**src/rtl/sram_rd_stream.sv**
```systemverilog
// Streams len consecutive SRAM words (address wraps modulo SIZE) into a valid/ready output.
// A credit check on outstanding reads plus FIFO occupancy lets the stream stall without losing returns.

module sram_rd_stream_fifo #(
  parameter int DATA_WD = 8,
  parameter int DEPTH   = 4,
  localparam int PTR_WD = (DEPTH > 1) ? $clog2(DEPTH) : 1,
  localparam int CNT_WD = $clog2(DEPTH + 1)
) (
  input  logic               clk,
  input  logic               rstn,
  input  logic               push,
  input  logic [DATA_WD-1:0] push_dat,
  input  logic               pop,
  output logic [DATA_WD-1:0] head,
  output logic               empty,
  output logic [CNT_WD-1:0]  count
);

  logic [DATA_WD-1:0] mem [DEPTH];
  logic [PTR_WD-1:0]  wr_ptr;
  logic [PTR_WD-1:0]  rd_ptr;

  function automatic logic [PTR_WD-1:0] ptr_inc(input logic [PTR_WD-1:0] p);
    return (p == PTR_WD'(DEPTH - 1)) ? '0 : p + PTR_WD'(1);
  endfunction

  always_ff @(posedge clk) begin
    if (!rstn) begin
      wr_ptr <= '0;
      rd_ptr <= '0;
      count  <= '0;
    end else begin
      if (push) wr_ptr <= ptr_inc(wr_ptr);
      if (pop)  rd_ptr <= ptr_inc(rd_ptr);
      if (push && !pop)      count <= count + CNT_WD'(1);
      else if (pop && !push) count <= count - CNT_WD'(1);
    end
  end

  always_ff @(posedge clk) begin
    if (push) mem[wr_ptr] <= push_dat;
  end

  assign empty = (count == '0);
  // Gate the head so the stream data reads 0 whenever nothing is valid, including after reset.
  assign head  = empty ? '0 : mem[rd_ptr];

endmodule

module sram_rd_stream #(
  parameter int KNOB_REGOUT = 0,
  parameter int SIZE        = 8,
  parameter int DATA_WD     = 16,
  parameter int FIFO_DEPTH  = 4,
  localparam int SIZE_WD    = $clog2(SIZE)
) (
  input  logic               clk,
  input  logic               rstn,
  input  logic               start_i,
  input  logic [SIZE_WD-1:0] bas_adr_i,
  input  logic [SIZE_WD:0]   len_i,
  output logic               busy_o,
  output logic               done_o,
  output logic [SIZE_WD-1:0] sram_adr_o,
  output logic               sram_rd_val_o,
  input  logic               sram_rd_val_i,
  input  logic [DATA_WD-1:0] sram_rd_dat_i,
  output logic               dat_val_o,
  input  logic               dat_rdy_i,
  output logic [DATA_WD-1:0] dat_dat_o
);

  localparam int CNT_WD = $clog2(FIFO_DEPTH + 1);
  localparam int SUM_WD = CNT_WD + 1;

  typedef enum logic [1:0] {
    S_IDLE,
    S_ISSUE,
    S_DRAIN
  } state_t;

  state_t             state;
  logic [SIZE_WD-1:0] adr;
  logic [SIZE_WD:0]   iss_rem;
  logic [SIZE_WD:0]   acc_rem;
  logic [CNT_WD-1:0]  outstanding;
  logic [CNT_WD-1:0]  fifo_cnt;
  logic [SUM_WD-1:0]  credit_sum;
  logic               fifo_empty;
  logic               pop;
  logic               ret;
  logic               issue;
  logic               zero_done;

  assign pop = dat_val_o & dat_rdy_i;
  // A return with nothing outstanding belongs to a read issued before reset and is discarded.
  assign ret = sram_rd_val_i & (outstanding != '0);

  // A return moves one credit from outstanding into the FIFO, so only a pop changes the sum.
  assign credit_sum = SUM_WD'(outstanding) + SUM_WD'(fifo_cnt) - SUM_WD'(pop);
  assign issue      = (state == S_ISSUE) && (credit_sum < SUM_WD'(FIFO_DEPTH));

  assign dat_val_o = !fifo_empty;
  assign busy_o    = (state != S_IDLE);
  assign done_o    = zero_done | ((state == S_DRAIN) & pop & (acc_rem == (SIZE_WD+1)'(1)));

  always_ff @(posedge clk) begin
    if (!rstn) begin
      state         <= S_IDLE;
      adr           <= '0;
      iss_rem       <= '0;
      acc_rem       <= '0;
      outstanding   <= '0;
      sram_rd_val_o <= 1'b0;
      sram_adr_o    <= '0;
      zero_done     <= 1'b0;
    end else begin
      sram_rd_val_o <= issue;
      zero_done     <= 1'b0;

      if (issue) begin
        sram_adr_o <= adr;
        adr        <= (adr == SIZE_WD'(SIZE - 1)) ? '0 : adr + SIZE_WD'(1);
        iss_rem    <= iss_rem - (SIZE_WD+1)'(1);
      end

      if (issue && !ret)      outstanding <= outstanding + CNT_WD'(1);
      else if (!issue && ret) outstanding <= outstanding - CNT_WD'(1);

      if (pop) acc_rem <= acc_rem - (SIZE_WD+1)'(1);

      case (state)
        S_IDLE: begin
          if (start_i) begin
            if (len_i == '0) begin
              zero_done <= 1'b1;
            end else begin
              state   <= S_ISSUE;
              adr     <= bas_adr_i;
              iss_rem <= len_i;
              acc_rem <= len_i;
            end
          end
        end
        S_ISSUE: begin
          if (issue && (iss_rem == (SIZE_WD+1)'(1))) state <= S_DRAIN;
        end
        S_DRAIN: begin
          if (pop && (acc_rem == (SIZE_WD+1)'(1))) state <= S_IDLE;
        end
        default: state <= S_IDLE;
      endcase
    end
  end

  sram_rd_stream_fifo #(
    .DATA_WD (DATA_WD),
    .DEPTH   (FIFO_DEPTH)
  ) u_fifo (
    .clk      (clk),
    .rstn     (rstn),
    .push     (ret),
    .push_dat (sram_rd_dat_i),
    .pop      (pop),
    .head     (dat_dat_o),
    .empty    (fifo_empty),
    .count    (fifo_cnt)
  );

endmodule
```
**config.mk**
```make
export PLATFORM = sky130hd
export DESIGN_NAME = sram_rd_stream
export DESIGN_NICKNAME = d
export VERILOG_FILES = /design/src/rtl/sram_rd_stream.sv
export SDC_FILE = /design/constraint.sdc
export NUM_CORES = 1
export LEC_CHECK = 0
export ABC_AREA = 1
export CAP_MARGIN = 10
export CORE_MARGIN = 5
export CORE_UTILIZATION = 60
export CTS_CLUSTER_DIAMETER = 100
export DETAILED_ROUTE_END_ITERATION = 10
export GPL_TIMING_DRIVEN = 0
export MAX_ROUTING_LAYER = met4
export PLACE_DENSITY_LB_ADDON = 0.25
export SETUP_SLACK_MARGIN = 0.3
export SLEW_MARGIN = 20
export SYNTH_ARGS = -nofsm -noshare
export SYNTH_HDL_FRONTEND = slang
export SYNTH_SLANG_ARGS = --single-unit
```
**constraint.sdc**
```tcl
create_clock -name clk -period 8.9 [get_ports clk]
set_clock_uncertainty 0.2 [all_clocks]
set_input_delay 0.89 -clock clk [delete_from_list [all_inputs] [get_ports clk]]
set_output_delay 0.89 -clock clk [all_outputs]
set_load 0.03 [all_outputs]
```
# After elaboration in Yosys (flattened, before gate mapping)
# Memories as Yosys holds them, arrays and structs flattened. A register that Yosys moved wholly into a read port is not among the register bits.
# Cells that the tools add are included.
[op_classes]
n_addsub = 11
n_lt_le_gt_ge = 1
n_eq_ne = 11
mux = 30
n_bitwise = 5
reduce_logical = 20
[op_table]
columns = ["cell", "count"]
rows = [
  ["$mux 4", 8],
  ["$mux 3", 9],
  ["$mux 16", 1],
  ["$mux 2", 8],
  ["$add 3x1->3 const B", 3],
  ["$eq 4x1->1 const B", 2],
  ["$sub 4x1->4 const B", 2],
  ["$logic_and 1x1->1", 7],
  ["$eq 2x2->1 const B", 3],
  ["$pmux 2 s3", 1],
  ["$reduce_bool 2->1", 3],
  ["$sub 3x1->3 const B", 2],
  ["$add 2x1->2 const B", 2],
  ["$add 3x3->4", 1],
  ["$and 1x1->1", 4],
  ["$logic_not 1->1", 4],
  ["$logic_not 4->1", 1],
  ["$lt 4x3->1 const B", 1],
  ["$ne 2x1->1 const B", 2],
  ["$ne 2x2->1 const B", 2],
  ["$reduce_and 4->1", 1],
  ["$sub 4x1->4", 1],
  ["$eq 3x3->1 const B", 1],
  ["$logic_not 3->1", 1],
  ["other kinds (6)", 8],
]
[totals]
reg_bits = 28
ram_bits = 64
inputBits = 28
out_inout_bits = 23
wordCells = 90
n_memories = 1
[memory_table]
columns = ["name", "words", "width", "read_ports", "rd_clocked_by_memory_dff", "wr", "line_no", "text"]
rows = [
  ["u_fifo.mem", 4, 16, 1, 1, 1, "20", "logic [DATA_WD-1:0] mem [DEPTH];"],
]

# Logic depth before layout (Yosys ltp)
# Gate-level depths: netlist (run 1).
[logic_depth]
word_depth = 10
ltp_mapped = 21
mapped_depth_nobuf = 21

# Modules after synthesis
# A second synthesis (run 1) with hierarchy kept.
[unflattened]
hier_cells = 439
hier_area_um2 = 4325.4
[modules_own_cells]
columns = ["module", "n_inst", "cells_per_inst", "area_each_um2", "seq_area_each_um2"]
rows = [
  ["sram_rd_stream_fifo", 1, 263, 3051.7, 2102.0],
  ["sram_rd_stream", 1, 176, 1273.7, 420.4],
]

# Worst setup path after synthesis (run 1)
# OpenSTA, ideal clock, no wires.
[synth_timing]
kind = "input to register"
startpoint = "input port dat_rdy_i"
endpoint = "register outstanding[2]"
setup_time_ns = 0.070
arrival_ns = 2.837
required_ns = 8.630
setup_slack_ns = 5.793
stages = 18
n_path_buf = 0
cell_sequence = "nand3_4 -> ha_1 -> nand2_1 -> inv_1 -> nand3_2 -> nand3_1 -> nand2_2 -> nor2_4 -> nand2_2 -> inv_2 -> ha_1 -> inv_1 -> fa_1 -> nor2_1 -> nor2_1 -> nand2_1 -> o21ai_0 -> a21oi_1"
[synth_via]
elab_chain_cells = 7
elab_cells_between_ends = 9
cone_classes = "add/sub (1); order compare (1); mux (1); bitwise (1); reduce/logical (5)"
[synth_rtl]
columns = ["item", "line_no", "text"]
rows = [
  ["start, declared", "70", "input logic dat_rdy_i,"],
  ["$and 1x1->1 *", "96", "assign pop = dat_val_o & dat_rdy_i;"],
  ["$sub 4x1->4 *", "101", "assign credit_sum = SUM_WD'(outstanding) + SUM_WD'(fifo_cnt) - SUM_WD'(pop);"],
  ["$lt 4x3->1 *", "102", "assign issue = (state == S_ISSUE) && (credit_sum < SUM_WD'(FIFO_DEPTH));"],
  ["$logic_and 1x1->1 *", "102", ""],
  ["named net issue", "93", "logic issue;"],
  ["$logic_not 1->1", "129", "else if (!issue && ret) outstanding <= outstanding - CNT_WD'(1);"],
  ["$logic_and 1x1->1", "129", ""],
  ["$reduce_bool 2->1 (no line)", "-", ""],
  ["end signal, assigned", "128", "if (issue && !ret) outstanding <= outstanding + CNT_WD'(1);"],
  ["end signal, assigned", "129", ""],
  ["end, declared", "87", "logic [CNT_WD-1:0] outstanding;"],
]
# Mark *: on every way through the listed nets, which the timed path passes. The rest lies on a longest branch.
# A chain may end at the register's enable or synchronous reset.

# Worst setup path after layout (run 1)
[layout_timing]
startpoint = "input port dat_rdy_i"
endpoint = "output port done_o"
[layout_via]
elab_chain_cells = 4
[layout_rtl]
columns = ["item", "line_no", "text"]
rows = [
  ["$and 1x1->1", "96", ""],
  ["$and 1x1->1 (2 in a row)", "106", "assign done_o = zero_done | ((state == S_DRAIN) & pop & (acc_rem == (SIZE_WD+1)'(1)));"],
  ["$or 1x1->1", "106", ""],
  ["end, declared", "64", "output logic done_o,"],
]
# No other way between the ends.

==> impl_results.md, run 1 <==
- Crit path time final: a little over 4 ns
- GRT Overall Usage: 0.224
- Initial drt markers: between 200 and 250
- Synth area leaders: edfxtp_1 (46%), dfxtp_1 (14%), nor2_1 (7.4%)
- Placed Cells: around 570
- Post-Synthesis Cell Area: ~0.0042 mm^2
- R2R Setup Slk: approximately 5.7 ns
- P&R area growth vs syn: 20.2%
- Max Cap Viol: 0
- Slew @ Worst Pin: between 0.9 and 1 ns
- Pwr dens: 312 mW/mm^2
- Worst path slowest cell: clkdlybuf4s50_1
- Final Hold Viols: 0
- Delay-heaviest family, CP: buffers and inverters
- Synth async-reset ratio: 0
- #FFs+latches synth: 94
- Highest attainable clock frequency: between 200 and 250 MHz
- Area of the die: about 0.0087 mm^2
- WP data arrival: 3.04 ns
- Routed via count: between 3000 and 4000
- Worst setup EP type: output port
- CTS Buffer Depth: 2
- Drt pass-1 iters: 4
- I/O pins: a little over 50
- Overflow after GRT: 0
- Final WL: 8940 um
- Hold Path Class: flip-flop to flip-flop
- Crit Path Max Fanout: 10
- Fin Hold WS: ~0.28 ns
- DR vias/cell: around 5.3
- Nets: approximately 530
- Initial Utilization: 0.614
- Wire length per cell: between 15 and 20 um
- Cell Chain, Critical Path: clkdlybuf4s50_1 -> inv_1 -> nor2_1 -> clkbuf_1 -> nand4_1 -> o21bai_1 -> clkdlybuf4s50_1
- CTS hold repair buffers: 0
- Sink Count: 94
- Commonest non-fill, non-tap cell in the layout: nor2_1
- RSZ-0062 raised after global routing: no
- Final ANT Viol Nets: 0
- Area leader, netlist: edfxtp_1
- Synthesized area per cell: roughly 10 um^2
- Max-slew violation count: 0
- Crit start category: input port
- Largest net degree at the start of global routing: 18
- DP HPWL: 6120 um
- Placed cell areas: 0.00483 mm^2
- CTS root buffer: clkbuf_8
- Vias in the first global route: 3163
- Seq/Total Area, Yosys: 0.604
- Core Box Area: 0.00679 mm^2
- CP max stage delay: 0.68 ns
- Post-Syn Nets: between 400 and 500
- Yosys Warn Count: 0
- Most frequent cell on the critical path: clkdlybuf4s50_1
- Fin cells: 582
- Period utilization: 0.464
- Post-synth EDFFs: between 60 and 70
- Initial antenna violation count: 0
- Yosys cell types: 32
- Share of cells above drive strength 1: 0.0844
- Most frequent cells in the layout: nor2_1 (78), edfxtp_1 (64), clkdlybuf4s50_1 (50)
- CP required: between 7 and 8 ns
- Synth top area share: 0.461
- CP Class: input port to output port
- H-tree depth: 3
- WP buf/inv: 4
- Reg area: about 0.0025 mm^2
- CTS tree: done
- Final setup viols: 0
- Row Count: 30
- Leakage: 1.90 nW
- PortBufs: 50
- Multi-input logic area: 0.00143 mm^2
- Clk slew on worst S/H paths: roughly 0.09 ns
- Post-CTS resize count: 0
- Post-route cell area: 0.00501 mm^2
- Syn Inst Count: 418
- Ys flop type: edfxtp_1
- DRC violation count after routing: 0
- Peak VDD IR: 0.000213 V
- Fin util: 0.738
- Rel. slew slack: 0.360
- Setup TNS Final: 0 ns
- Post CTS Setup Buffer Count: 0
- Clk_lat worst skew: about 0.36 ns
- Layout filler cell count: roughly 500
- Diodes inserted: 0
- RePlAce Congestion: just over 0.8
- Status: finished clean
- Chip height: between 90 and 100 um
- Global-route wire length before repair: around 15000 um
- Chip Width: between 90 and 100 um
- Inserted Clock Buffers: 9
==> sequential cells by signal, summed over array words and instances (netlist names), named ones only <==
| register | cells |
|---|---|
| u_fifo.mem | 64 |
| acc_rem | 4 |
| iss_rem | 4 |
| adr | 3 |
| outstanding | 3 |
| sram_adr_o | 3 |
| u_fifo.count | 3 |
| state | 2 |
| u_fifo.rd_ptr | 2 |
| u_fifo.wr_ptr | 2 |
| sram_rd_val_o | 1 |
| zero_done | 1 |
==> worst register-to-register path, stage by stage, from the launching register on <==
cell	delay [ns]
dfxtp_1	0.35
inv_1	0.08
ha_1	0.28
inv_1	0.04
ha_1	0.33
a21oi_1	0.19
nand2_1	0.07
nand2_1	0.07
nand2_2	0.06
nor2_4	0.16
nand2_2	0.08
inv_2	0.15
ha_1	0.17
inv_1	0.08
fa_1	0.38
nor2_1	0.12
nor2_1	0.05
nand2_1	0.07
o21ai_0	0.07
a21oi_1	0.13
==> cells by family after synthesis <==
family                     share of synthesized area
and+or+nand+nor                                0.166
adders and majority gates                     0.0606
DFF                                            0.604
xor gates and xnor gates                     0.00210
buffers and inverters                         0.0549
AOI/OAI and AO/OA                              0.112
==> worst paths after layout <==
kind                                startpoint             end  depth (start not counted)
worst min register to register   sram_adr_o[1]   sram_adr_o[1]                          2
worst max register to register  outstanding[2]  outstanding[2]                         19
worst max-delay path                 dat_rdy_i          done_o                          7
worst min-delay path             sram_adr_o[1]   sram_adr_o[1]                          2
==> synth_stat cells, types with 4 or more instances <==
cell type / count
nand3_1: 19
inv_1: 37
dfxtp_1: 30
ha_1: 17
nand2_1: 38
nand2_2: 4
edfxtp_1: 64
a21oi_1: 38
nor2_1: 82
inv_2: 4
clkbuf_1: 14
o21ai_0: 41
==> final cells by class <==
type | instances | area share
Clock inverter | 7 | 0.0115
Timing Repair Buffer | 52 | 0.106
Buffer | 16 | 0.0142
Inverter | 42 | 0.0314
Clock buffer | 9 | 0.0247
Sequential cell | 94 | 0.503
Multi-Input combinational cell | 266 | 0.285
Tap cell | 96 | 0.0240
==> metal layers <==
| layer | global-route usage | wire, um | vias to the layer above |
|---|---|---|---|
| li1 | - | - | 1540 |
| met1 | 0.268 | 3710 | 1458 |
| met2 | 0.387 | 4680 | 105 |
| met3 | 0.0410 | 504 | 7 |
| met4 | 0.0708 | 44 | 0 |
| met5 | - | 0 | - |
==> through the flow <==
step	total power, mW	setup slack, ns
4_1_cts	1.57	4.74
3_3_place_gp	1.27	4.81
3_5_place_dp	1.31	4.75
6_report	1.56	4.77
2_1_floorplan	1.06	5.79
5_1_grt	1.67	4.55
==> where the power goes <==
part,total [mW],internal [mW],switching (mW)
clock,0.264,0.105,0.158
combinational,0.731,0.265,0.467
sequential,0.567,0.534,0.0334
Power figures use the tool's default switching activity.
==> inputs of run 2 (changes only) <==
--- a/config.mk
+++ b/config.mk
@@ -8,7 +8,7 @@
 export ABC_AREA = 1
 export CAP_MARGIN = 10
 export CORE_MARGIN = 5
-export CORE_UTILIZATION = 60
+export CORE_UTILIZATION = 50
 export CTS_CLUSTER_DIAMETER = 100
 export DETAILED_ROUTE_END_ITERATION = 10
 export GPL_TIMING_DRIVEN = 0
==> constraint.sdc (replaced) <==
create_clock -name clk -period 3.5 [get_ports clk]
set_clock_uncertainty 0.2 [all_clocks]
set_input_delay 0.35 -clock clk [delete_from_list [all_inputs] [get_ports clk]]
set_output_delay 0.35 -clock clk [all_outputs]
set_load 0.03 [all_outputs]
==> run 2 against run 1 <==
Against the previous run: die area is 18% higher; combinational power grew to 2.8 times the previous value; sequential share of layout area is 1.4 points lower.
==> impl_results.md, run 2 (same netlist as run 1, synthesis figures left out) <==
- Status: finished clean
- P&R area growth vs syn: 23.9%
- Slew @ Worst Pin: 0.899 ns (-0.0599 ns)
- Area of the die: 0.0103 mm^2 (+18%)
- Crit start category: flip-flop
- CTS Buffer Depth: 2 (unchanged)
- PortBufs: 50 (unchanged)
- DRC violation count after routing: 0 (unchanged)
- Max reg flops: 64 (unchanged)
- Global-route wire length before repair: 14000 um (-5.4%)
- Clk_lat worst skew: 0.36 ns (about the same)
- CP required: 2.95 ns (-4.86 ns)
- CP Class: flip-flop to output port
- Clk slew on worst S/H paths: 0.09 ns (about the same)
- Hold Path Class: flip-flop to flip-flop
- Setup TNS Final: 0 ns (unchanged)
- Core Box Area: 0.00818 mm^2 (+20%)
- CTS hold repair buffers: 0 (unchanged)
- Routed via count: 3066 (-1.4%)
- Chip Width: 101 um (+8.5%)
- RePlAce Congestion: 0.841 (+3.8%)
- CTS tree: done
- Initial Utilization: 0.510 (-0.104)
- Fin Hold WS: 0.278 ns (+0.00211 ns)
- Row Count: 33 (+10%)
- RSZ-0062 raised after global routing: yes
- Regs by FF count: u_fifo.mem (64), acc_rem (4), iss_rem (4)
- CTS root buffer: clkbuf_8
- DR vias/cell: 5.10 (-4.5%)
- Vias in the first global route: 2960 (-6.4%)
- Commonest non-fill, non-tap cell in the layout: nor2_1
- DP HPWL: 5840 um (-4.6%)
- GRT Overall Usage: 0.181 (-0.0430)
- Max-slew violation count: 0 (unchanged)
- Top reg by flops: u_fifo.mem
- Highest attainable clock frequency: 331 MHz
- Peak VDD IR: 0.000346 V (+62%)
- Layout filler cell count: 658 (+33%)
- I/O pins: 51 (unchanged)
- Crit path time final: about 3.0 ns
- H-tree depth: 3 (unchanged)
- Leakage: 2.06 nW (+8.2%)
- Initial drt markers: 161 (-29%)
- Diodes inserted: 0 (unchanged)
- Drt pass-1 iters: 4 (unchanged)
- Final setup viols: 0 (unchanged)
- Initial antenna violation count: 0 (unchanged)
- Share of cells above drive strength 1: 0.129 (+0.0447)
- Final Hold Viols: 0 (unchanged)
- Overflow after GRT: 0 (unchanged)
- Wire length per cell: 14.4 um (-5.9%)
- Sink Count: 94 (unchanged)
- Largest net degree at the start of global routing: 19 (+1)
- Rel. slew slack: 0.397 (+0.0370)
- WP data arrival: 2.47 ns (-0.57 ns)
- Nets: 538 (+1.9%)
- Period utilization: 0.863
- Worst setup EP type: output port
- Final ANT Viol Nets: 0 (unchanged)
- Most frequent cells in the layout: nor2_1 (78), edfxtp_1 (64), clkdlybuf4s50_1 (45)
- Max Cap Viol: 0 (unchanged)
- Total Power: 4.15 mW (+170%)
- Final WL: 8680 um (-2.9%)
- Crit Path Max Fanout: 10 (unchanged)
- Chip height: 101 um (+8.5%)
- Inserted Clock Buffers: 9 (unchanged)
- Pwr dens: 804 mW/mm^2 (+160%)
==> run 2: cell count changes in the layout (fill, tap and decap cells not counted), sizes merged <==
cell           change
dlymetal6s2s       +5
clkdlybuf4s50      -5
clkinvlp           -2
inv                +2
buf               +10
==> run 2: cell type report <==
class | instances | area, um^2 | share of cell area
sequential | 94 | 2530 | 0.489
multi-input combinational | 266 | 1460 | 0.283
timing repair buffer | 62 | 626 | 0.121
inverter | 42 | 160 | 0.0310
tap | 105 | 131 | 0.0254
clock buffer | 9 | 124 | 0.0240
buffer | 16 | 78.8 | 0.0153
clock inverter | 7 | 60.1 | 0.0116
==> run 2: metal layers <==
| layer | vias to the layer above | wire length (um) | track usage |
|---|---|---|---|
| met2 | 80 | 4430 | 0.300 |
| met4 | 0 | 81 | 0.0542 |
| met5 | - | 0 | - |
| met1 | 1420 | 3800 | 0.227 |
| li1 | 1558 | - | - |
| met3 | 8 | 375 | 0.0337 |
==> run 2: stage by stage <==
stage               instance area (um^2)  worst slack (ns)  utilization  instances
finish                              5170             0.479        0.632        601
CTS                                 5060             0.329        0.619        593
detailed placement                  4870             0.116        0.595        577
floorplan                           4170             0.615            -        418
global route                        5170             0.233        0.632        601
global placement                    4800             0.186        0.588        573
==> run 2: worst max-delay path: stages (launching register included) <==
cell	delay, ns
dfxtp_1	0.31
clkbuf_2	0.21
inv_1	0.19
clkbuf_1	0.29
nor2_1	0.15
o21ai_0	0.09
a21oi_1	0.17
clkdlybuf4s50_1	0.69
==> run 2: repair_timing <==
action,in CTS,in global routing
pin swaps,0,2
endpoints found under the hold margin,0,0
setup endpoints to repair,11,19
setup buffers,0,8
resized for setup,4,20
==> run 2: power breakdown <==
group,switching (mW),internal (mW)
Clock,0.410,0.274
Combinational,1.24,0.792
Sequential,0.0804,1.36
==> run 2: worst paths after layout <==
check                               startpoint             end  slack, ns  cells past startpoint
worst max-delay path                 flip-flop    dat_dat_o[5]       0.48                      7
worst max register to register  outstanding[2]  outstanding[2]       0.49                     20
worst min register to register   sram_adr_o[1]   sram_adr_o[1]       0.28                      2
worst min-delay path             sram_adr_o[1]   sram_adr_o[1]       0.28                      2
==> inputs of run 3 (changes only) <==
--- a/config.mk
+++ b/config.mk
@@ -14,7 +14,7 @@
 export GPL_TIMING_DRIVEN = 0
 export MAX_ROUTING_LAYER = met4
 export PLACE_DENSITY_LB_ADDON = 0.25
-export SETUP_SLACK_MARGIN = 0.3
+export SKIP_LAST_GASP = 1
 export SLEW_MARGIN = 20
 export SYNTH_ARGS = -nofsm -noshare
 export SYNTH_HDL_FRONTEND = slang
==> run 3 against run 2 <==
Against the previous run: hold slack about the same; final area is 2.2% lower; non-clock buffer count decreased by 8; critical path depth unchanged.
==> impl_results.md, run 3 (same netlist as run 1, synthesis figures left out) <==
- Crit start category: flip-flop
- Final Hold Viols: 0 (unchanged)
- Sink Count: 94 (unchanged)
- Met2 usage: 0.300 (unchanged)
- GR peak layer: met2
- Chip height: 101 um (unchanged)
- Top reg by flops: u_fifo.mem
- Initial Utilization: 0.510 (unchanged)
- Final WS setup: 0.217 ns (-0.262 ns)
- Placed Cells: 577 (unchanged)
- Clk_lat worst skew: 0.36 ns (about the same)
- Cell Chain, Critical Path: clkbuf_1 -> inv_1 -> clkbuf_1 -> nor2_1 -> o21ai_0 -> a21oi_1 -> clkdlybuf4s50_1
- Final setup viols: 0 (unchanged)
- Highest attainable clock frequency: 305 MHz (-8.0%)
- WP buf/inv: 4 (unchanged)
- H-tree depth: 3 (unchanged)
- I/O pins: 51 (unchanged)
- Largest net degree at the start of global routing: 19 (unchanged)
- Pre-CTS WS: 0.116 ns (unchanged)
- Final ANT Viol Nets: 0 (unchanged)
- Fin cells: 593 (-1.3%)
- Global-route wire length before repair: 14000 um (-0.10%)
- Routed via count: 3030 (-1.2%)
- Regs by FF count: u_fifo.mem (64), acc_rem (4), iss_rem (4)
- Setup TNS Final: 0 ns (unchanged)
- Period utilization: 0.938 (+0.0748)
- Area of the die: 0.0103 mm^2 (unchanged)
- Commonest non-fill, non-tap cell in the layout: nor2_1
- Peak VDD IR: 0.000342 V (-1.1%)
- CTS Buffer Depth: 2 (unchanged)
- Crit path time final: 3.28 ns (+0.262 ns)
- CP max stage delay: 0.70 ns (about the same)
- Wire length per cell: 14.2 um (-1.4%)
- Diodes inserted: 0 (unchanged)
- Initial drt markers: 117 (-27%)
- Layout filler cell count: 670 (+1.8%)
- DP HPWL: 5840 um (unchanged)
- Clk slew on worst S/H paths: 0.09 ns (about the same)
- CP Class: flip-flop to output port
- DR vias/cell: 5.11 (+0.16%)
- RePlAce Congestion: 0.841 (unchanged)
- Most frequent cells in the layout: nor2_1 (78), edfxtp_1 (64), clkdlybuf4s50_1 (50)
- RSZ-0062 raised after global routing: no
- Total Power: 3.99 mW (-3.8%)
- Rel. slew slack: 0.396 (-0.000829)
- Leakage: 1.93 nW (-6.5%)
- GR met1 Demand/Resource: 0.227 (-0.000447)
- Share of cells above drive strength 1: 0.0922 (-0.0368)
- Initial antenna violation count: 0 (unchanged)
- Post CTS Setup Buffer Count: 0 (unchanged)
- Row Count: 33 (unchanged)
- Hold Path Class: flip-flop to flip-flop
- GRT Overall Usage: 0.181 (about the same)
- Final WL: 8450 um (-2.7%)
- Max Cap Viol: 0 (unchanged)
- Worst path slowest cell: clkdlybuf4s50_1
- CTS root buffer: clkbuf_8
- Vias in the first global route: 2961 (+0.034%)
- WP data arrival: 2.73 ns (+0.26 ns)
- Max-slew violation count: 0 (unchanged)
- Chip Width: 101 um (unchanged)
- Worst setup EP type: output port
- Placed cell areas: 0.00487 mm^2 (unchanged)
- Slew @ Worst Pin: 0.900 ns (+0.00124 ns)
- Post-route cell area: 0.00506 mm^2 (-2.2%)
- Inserted Clock Buffers: 9 (unchanged)
- Overflow after GRT: 0 (unchanged)
- Delay-heaviest family, CP: buffers and inverters
- Most frequent cell on the critical path: clkbuf_1
- Pwr dens: 790 mW/mm^2 (-1.7%)
- P&R area growth vs syn: 21.2%
- Crit Path Max Fanout: 10 (unchanged)
- Drt pass-1 iters: 4 (unchanged)
- Max reg flops: 64 (unchanged)
- Core Box Area: 0.00818 mm^2 (unchanged)
- PortBufs: 50 (unchanged)
- Status: finished clean
- Nets: 530 (-1.5%)
- CTS tree: done
- CP required: 2.95 ns (about the same)
- M3 GR Usage: 0.0337 (unchanged)
- DRC violation count after routing: 0 (unchanged)
-- run 3: power by group --
group | total, mW | internal [mW] | switching, mW | leakage [nW]
Sequential | 1.44 | 1.36 | 0.0825 | 0.828
Combinational | 1.87 | 0.689 | 1.18 | 1.00
Clock | 0.683 | 0.274 | 0.409 | 0.0969
-- run 3: path summary, 6_finish.rpt --
| check | slack (ns) | cells after the start | endpoint | startpoint |
|---|---|---|---|---|
| worst max register to register | 0.30 | 20 | outstanding[2] | outstanding[2] |
| worst min register to register | 0.28 | 2 | sram_adr_o[1] | sram_adr_o[1] |
| worst min-delay path | 0.28 | 2 | sram_adr_o[1] | sram_adr_o[1] |
| worst max-delay path | 0.22 | 7 | dat_dat_o[12] | flip-flop |
-- run 3: worst register-to-register path: stages, from the launching register on --
cell     delay, ns
dfxtp_1       0.35
inv_1         0.08
ha_1          0.27
inv_1         0.04
ha_1          0.35
nand2_1       0.07
inv_1         0.07
nand3_2       0.09
nand3_1       0.10
nand2_2       0.07
nor2_4        0.17
nand2_2       0.09
inv_2         0.15
ha_1          0.17
inv_1         0.07
fa_1          0.38
nor2_1        0.12
nor2_1        0.04
nand2_1       0.07
o21ai_0       0.07
a21oi_1       0.14
-- run 3: metrics by stage --
step	util	hold slack, ns
finish	0.618	0.278
global route	0.618	0.305
CTS	0.618	0.280
detailed placement	0.595	0.259
global placement	0.588	0.256
floorplan	-	0.249
-- run 3: layout make-up --
class,count,area (um^2),area share
clock buffers,9,124,0.0245
inverters,42,158,0.0312
clock inverters,7,60.1,0.0119
flip-flops and latches,94,2520,0.499
plain buffers,16,71.3,0.0141
well taps,105,131,0.0260
repair buffers,54,553,0.109
multi-input cells,266,1440,0.284
-- run 3: layer usage --
layer	routed length, um	share of wire
met3	379	0.045
met1	3730	0.44
met4	84	0.0099
met2	4250	0.50
met5	0	0
-- run 3: repair_timing --
item | in CTS | in global routing
hold endpoints to repair | 0 | 0
hold buffers | 0 | 0
setup endpoints to repair | 0 | 1
gates resized for setup | 0 | 2
